==> src/rtl/opr_pkg.sv <==
// Shared constants and immediate-extension helper for the operand-generation stage.
package opr_pkg;

  localparam logic [1:0] IMM_ZERO = 2'd0;
  localparam logic [1:0] IMM_SIGN = 2'd1;
  localparam logic [1:0] IMM_HIGH = 2'd2;
  localparam logic [1:0] IMM_RSVD = 2'd3;

  // Container width for the width-generic helper; callers truncate to XLEN.
  localparam int EXT_W = 64;

  function automatic logic [EXT_W-1:0] imm_ext(input logic [EXT_W-1:0] imm,
                                               input logic [1:0]       mode,
                                               input int               immw,
                                               input int               xlen);
    logic [EXT_W-1:0] mask;
    logic [EXT_W-1:0] res;
    mask = (EXT_W'(1) << immw) - EXT_W'(1);
    res  = imm & mask;
    case (mode)
      IMM_SIGN: if (imm[immw-1]) res = res | ~mask;
      IMM_HIGH: res = res << (xlen - immw);
      default:  res = imm & mask;
    endcase
    return res;
  endfunction

endpackage

==> src/rtl/opr_fwd_mux.sv <==
// One operand's source select (forward / reg-file / immediate / zero) and its hazard flag.
module opr_fwd_mux
  import opr_pkg::*;
#(
  parameter int XLEN  = 32,
  parameter int REGAW = 5,
  parameter int NFWD  = 2
) (
  input  logic                  re,
  input  logic [REGAW-1:0]      rs,
  input  logic [XLEN-1:0]       rdata,
  input  logic                  imm_sel,
  input  logic [XLEN-1:0]       imm_val,
  input  logic [NFWD-1:0]       fwd_valid,
  input  logic [NFWD-1:0]       fwd_pend,
  input  logic [NFWD*REGAW-1:0] fwd_waddr,
  input  logic [NFWD*XLEN-1:0]  fwd_wdata,
  output logic [XLEN-1:0]       operand,
  output logic                  hazard
);

  logic            hit;
  logic            hit_pend;
  logic [XLEN-1:0] hit_data;
  logic            rs_nz;

  assign rs_nz = (rs != '0);

  // Scan oldest to youngest so the youngest matching source overwrites older ones.
  always_comb begin
    hit      = 1'b0;
    hit_pend = 1'b0;
    hit_data = '0;
    for (int i = NFWD - 1; i >= 0; i--) begin
      if (fwd_valid[i] && (fwd_waddr[i*REGAW +: REGAW] == rs)) begin
        hit      = 1'b1;
        hit_pend = fwd_pend[i];
        hit_data = fwd_wdata[i*XLEN +: XLEN];
      end
    end
  end

  always_comb begin
    operand = '0;
    if (re) begin
      operand = (hit && rs_nz) ? hit_data : rdata;
    end else if (imm_sel) begin
      operand = imm_val;
    end
  end

  assign hazard = re && rs_nz && hit && hit_pend;

endmodule

==> src/rtl/opr_stage.sv <==
// Registered operand-generation stage: resolves op1/op2, stalls on pending forwards,
// and hands operands to execute over valid/ready with flush support.
module opr_stage
  import opr_pkg::*;
#(
  parameter int XLEN  = 32,
  parameter int IMMW  = 16,
  parameter int REGAW = 5,
  parameter int NFWD  = 2
) (
  input  logic                  clk,
  input  logic                  rst_n,
  input  logic                  flush,
  input  logic                  in_valid,
  output logic                  in_ready,
  input  logic                  re1,
  input  logic                  re2,
  input  logic [REGAW-1:0]      rs1,
  input  logic [REGAW-1:0]      rs2,
  input  logic [XLEN-1:0]       op1_rdata,
  input  logic [XLEN-1:0]       op2_rdata,
  input  logic [IMMW-1:0]       imm_data,
  input  logic                  imm_valid,
  input  logic [1:0]            imm_mode,
  input  logic [NFWD-1:0]       fwd_valid,
  input  logic [NFWD-1:0]       fwd_pend,
  input  logic [NFWD*REGAW-1:0] fwd_waddr,
  input  logic [NFWD*XLEN-1:0]  fwd_wdata,
  output logic                  out_valid,
  input  logic                  out_ready,
  output logic [XLEN-1:0]       op1,
  output logic [XLEN-1:0]       op2
);

  logic [XLEN-1:0] imm_val_p0;
  logic [XLEN-1:0] op1_sel_p0;
  logic [XLEN-1:0] op2_sel_p0;
  logic            haz1_p0;
  logic            haz2_p0;
  logic            capture_p0;

  logic            vld_p1;
  logic [XLEN-1:0] op1_p1;
  logic [XLEN-1:0] op2_p1;

  // Stage p0: combinational operand resolution from decode-time inputs.
  assign imm_val_p0 = XLEN'(imm_ext(EXT_W'(imm_data), imm_mode, IMMW, XLEN));

  opr_fwd_mux #(
    .XLEN  (XLEN),
    .REGAW (REGAW),
    .NFWD  (NFWD)
  ) u_mux1 (
    .re        (re1),
    .rs        (rs1),
    .rdata     (op1_rdata),
    .imm_sel   (imm_valid),
    .imm_val   (imm_val_p0),
    .fwd_valid (fwd_valid),
    .fwd_pend  (fwd_pend),
    .fwd_waddr (fwd_waddr),
    .fwd_wdata (fwd_wdata),
    .operand   (op1_sel_p0),
    .hazard    (haz1_p0)
  );

  opr_fwd_mux #(
    .XLEN  (XLEN),
    .REGAW (REGAW),
    .NFWD  (NFWD)
  ) u_mux2 (
    .re        (re2),
    .rs        (rs2),
    .rdata     (op2_rdata),
    .imm_sel   (imm_valid),
    .imm_val   (imm_val_p0),
    .fwd_valid (fwd_valid),
    .fwd_pend  (fwd_pend),
    .fwd_waddr (fwd_waddr),
    .fwd_wdata (fwd_wdata),
    .operand   (op2_sel_p0),
    .hazard    (haz2_p0)
  );

  // in_ready deliberately ignores flush so decode sees a stable handshake.
  assign in_ready   = !(haz1_p0 || haz2_p0) && (!vld_p1 || out_ready);
  assign capture_p0 = in_valid && in_ready && !flush;

  // Stage p1: output register toward execute.
  always_ff @(posedge clk or negedge rst_n) begin
    if (!rst_n) begin
      vld_p1 <= 1'b0;
      op1_p1 <= '0;
      op2_p1 <= '0;
    end else if (flush) begin
      vld_p1 <= 1'b0;
    end else if (capture_p0) begin
      vld_p1 <= 1'b1;
      op1_p1 <= op1_sel_p0;
      op2_p1 <= op2_sel_p0;
    end else if (out_ready) begin
      vld_p1 <= 1'b0;
    end
  end

  assign out_valid = vld_p1;
  assign op1       = op1_p1;
  assign op2       = op2_p1;

endmodule

==> config.mk <==
export PLATFORM = sky130hd
export DESIGN_NAME = opr_stage
export DESIGN_NICKNAME = d
export VERILOG_FILES = /design/src/rtl/opr_pkg.sv /design/src/rtl/opr_fwd_mux.sv /design/src/rtl/opr_stage.sv
export SDC_FILE = /design/constraint.sdc
export NUM_CORES = 1
export LEC_CHECK = 0
export ABC_CLOCK_PERIOD_IN_PS = 5490
export CAP_MARGIN = 30
export CORE_MARGIN = 10
export CORE_UTILIZATION = 45
export CTS_CLUSTER_SIZE = 28
export DETAILED_ROUTE_END_ITERATION = 7
export PLACE_DENSITY = 0.87
export REMOVE_ABC_BUFFERS = 1
export SETUP_SLACK_MARGIN = 0.5
export SLEW_MARGIN = 20
export SYNTH_ARGS = -nofsm -noshare
export SYNTH_HDL_FRONTEND = slang
export SYNTH_SLANG_ARGS = --single-unit
==> constraint.sdc <==
create_clock -name clk -period 5.49 [get_ports clk]
set_input_delay 0.549 -clock clk [delete_from_list [all_inputs] [get_ports clk]]
set_output_delay 0.549 -clock clk [all_outputs]
set_load 0.01 [all_outputs]
==> metrics <==
count of flip-flops with a built-in enable after synthesis 0; largest net degree at the start of global routing 66; smallest hold slack 0.412 ns; fraction of final layout cells sized beyond drive strength 1 0.0781; Resized Gates After CTS 0; number of cell rows 39; switching portion of total power 0.316; wire length of the first global-routing pass approximately 38000 um; total detailed-routing wirelength 24800 um; detailed-route DRC error count 0; initial core utilization 0.458; prevailing post-synth register cell dfrtp_1; sum of overflow across all layers after global routing 0; Die H 128 um; slew margin rel. 0.384; H-tree depth 3; maximum clock skew at final layout ~0.0066 ns; CTS Sinks 65; count of mapped cells out of synthesis approximately 620; Post-Syn Area per Cell 8.37 um^2; Critical Path RT 4.94 ns; net total in the final layout between 1000 and 1500; CTS tree built; Clock transition at path regs 0.06 ns; Critical Path End Type output port; launching element of the worst setup path rs2[1]; vias in the first global route 6863; library cell used as clock root buffer clkbuf_16; area fraction of the dominant cell type after synthesis 0.312; Final setup viols 0; WL/cell 25.4 um; placed cells approximately 960; top fanout value on the critical path 35; Die W 128 um; core area roughly 11000 um^2; TritonCTS buffer count 9; Tot GR Track Use 0.286; crit path capture in_ready; max_cap viols 0; Logic pwr share 0.371; critical register-to-register path startpoint out_valid; clock latency on the worst-skew pair 0.33 ns; final HPWL from detailed placement roughly 18000 um; switching power total 618 uW; Starting DRT DRC Count 1095; hold buffer count at CTS 0; Max Buffers Root-to-Sink 2; Clock power frac 0.303; IO Pins 244; post-synthesis cell area 5210 um^2; Leakage Power 0.00280 uW; data arrival time of the critical path 3.82 ns; total count of max-transition violations in the final report 0; die area roughly 16000 um^2; register share of total power 0.325; cell area after placement approximately 7700 um^2; Seq cells post-synth 65; number of buffers added for setup after CTS 0; Pwr per Cell Area 244 nW/um^2; area growth from synthesis to final layout 53.6%; Seq/Total Area, Yosys 0.312; slew at the pin closest to its max-slew limit 0.921 ns; Period Utilization, post-route 0.796; leading post-synthesis cells by cell area dfrtp_1, o221ai_1, a31oi_1; Hold Crit Class input pin to asynchronous set/reset pin; Critical R2R Capture op1[18]; number of hold violations in the final report 0; via-per-instance ratio 6.82; achievable frequency 229 MHz; number of vias in the routed layout around 6600; number of antenna violations at the first check in global routing 0; fraction of synthesis flops using an asynchronous set or reset pin 1.00; peak supply drop between 150 and 200 uV; run status completed; area of all placed cells without fillers 8000 um^2; Filler cells 881; internal power 1340 uW; unrepaired setup endpoints after global routing no; number of nets with antenna violations after detailed routing 0; final core utilization 0.703; Pre-antenna DRT Iters 6; startpoint type of the worst setup path input pin; antenna cells 0; number of cells in the finished layout apart from fillers 975; number of distinct standard cells referenced by the synthesized netlist 38; Synth Warn # 0; most area-hungry cell type in the Yosys netlist dfrtp_1; post-route setup TNS 0 ns; final weighted congestion of routability-driven global placement 0.902; worst-case reg-to-reg path depth 6; Register-to-Register Setup Slack just under 3 ns; minimum period implied by the final worst setup slack 4.37 ns; type of the worst setup path input pin to output port; IO buf count 243
[layer usage]
metal	wire length, um	vias up	track usage	part of all wire
met2	11500	609	0.463	0.46
met4	1010	0	0.138	0.041
met5	0	-	0	0
met3	3540	101	0.106	0.14
li1	-	2838	-	-
met1	8700	3097	0.328	0.35
[worst max-delay path: stages]
cell	delay (ns)
clkdlybuf4s50_1	0.47
or4_1	0.59
nor2_4	0.55
nor2b_2	0.31
o21ai_2	0.12
buf_4	0.37
o21ai_0	0.17
nor2_1	0.11
clkdlybuf4s50_1	0.55
[worst min path at each step]
stage,startpoint,to,slack [ns]
4_1_cts,rst_n,op1[15],0.45
3_3_place_gp,op1[30],op1[30],0.50
5_1_grt,rst_n,op1[11],0.49
2_1_floorplan,rst_n,op1[0],0.25
6_report,rst_n,op1[11],0.41
3_5_place_dp,op1[25],op1[25],0.51
[layout by cell type (no fill, tap or decap), types with 16 or more instances in the layout]
master / n
o21ai_0: 36
inv_1: 36
dfrtp_1: 65
o31a_1: 32
a31oi_1: 65
a2111oi_0: 32
a21oi_1: 16
o221ai_1: 48
buf_4: 16
clkdlybuf4s50_1: 241
nand2b_1: 17
nand2_1: 53
o311ai_0: 16
or2_2: 17
mux2i_1: 32
nor3_1: 34
xnor2_1: 20
[cell type report]
| cell class | count | area, um^2 | area share |
|---|---|---|---|
| clock buffers | 11 | 253 | 0.0316 |
| clock inverters | 5 | 53.8 | 0.00673 |
| inverters | 36 | 135 | 0.0169 |
| multi-input cells | 455 | 3180 | 0.398 |
| flip-flops and latches | 65 | 1630 | 0.203 |
| well taps | 143 | 179 | 0.0224 |
| repair buffers | 260 | 2570 | 0.321 |
[power by group through the flow]
| stage | registers, uW | clock network [uW] | logic, uW |
|---|---|---|---|
| floorplan | 674 | 0 | 221 |
| global placement | 640 | 0 | 696 |
| detailed placement | 642 | 0 | 716 |
| finish | 636 | 593 | 726 |
| CTS | 635 | 591 | 720 |
| global route | 645 | 609 | 771 |
[through the flow]
stage | setup slack (ns) | total power, uW
6_report | 1.12 | 1950
4_1_cts | 1.07 | 1950
3_5_place_dp | 0.872 | 1360
3_3_place_gp | 1.06 | 1340
5_1_grt | 0.947 | 2020
2_1_floorplan | 1.16 | 895
[sequential cells by signal, summed over array words and instances, names as in the netlist]
| signal | count |
|---|---|
| op2 | 32 |
| out_valid | 1 |
| op1 | 32 |
[synthesized netlist by cell type (2+ instances only)]
cell type,number
a2111oi_0,32
a21oi_1,18
a31oi_1,65
and2_1,2
and4_1,2
buf_2,7
buf_6,4
clkbuf_1,55
dfrtp_1,65
ha_1,2
inv_1,36
mux2i_1,32
nand2_1,53
nand2b_1,17
nand3_1,4
nand4_1,3
nor2_1,6
nor2_4,2
nor2b_1,2
nor3_1,34
o21ai_0,36
o221ai_1,48
o311ai_0,16
o31a_1,32
or2_2,17
xnor2_1,20
[logic make-up (layout without fill, tap and decap cells)]
logic type | count (synthesis) | count (layout) | synth area share
and+or+nand+nor | 148 | 148 | 0.145
AOI/OAI and AO/OA | 253 | 253 | 0.362
xor gates and xnor gates | 20 | 20 | 0.0336
muxes | 32 | 32 | 0.0615
DFF | 65 | 65 | 0.312
adders and majority gates | 2 | 2 | 0.00480
buffers and inverters | 102 | 312 | 0.0810
Note: power is estimated with default switching activity, not from simulation.
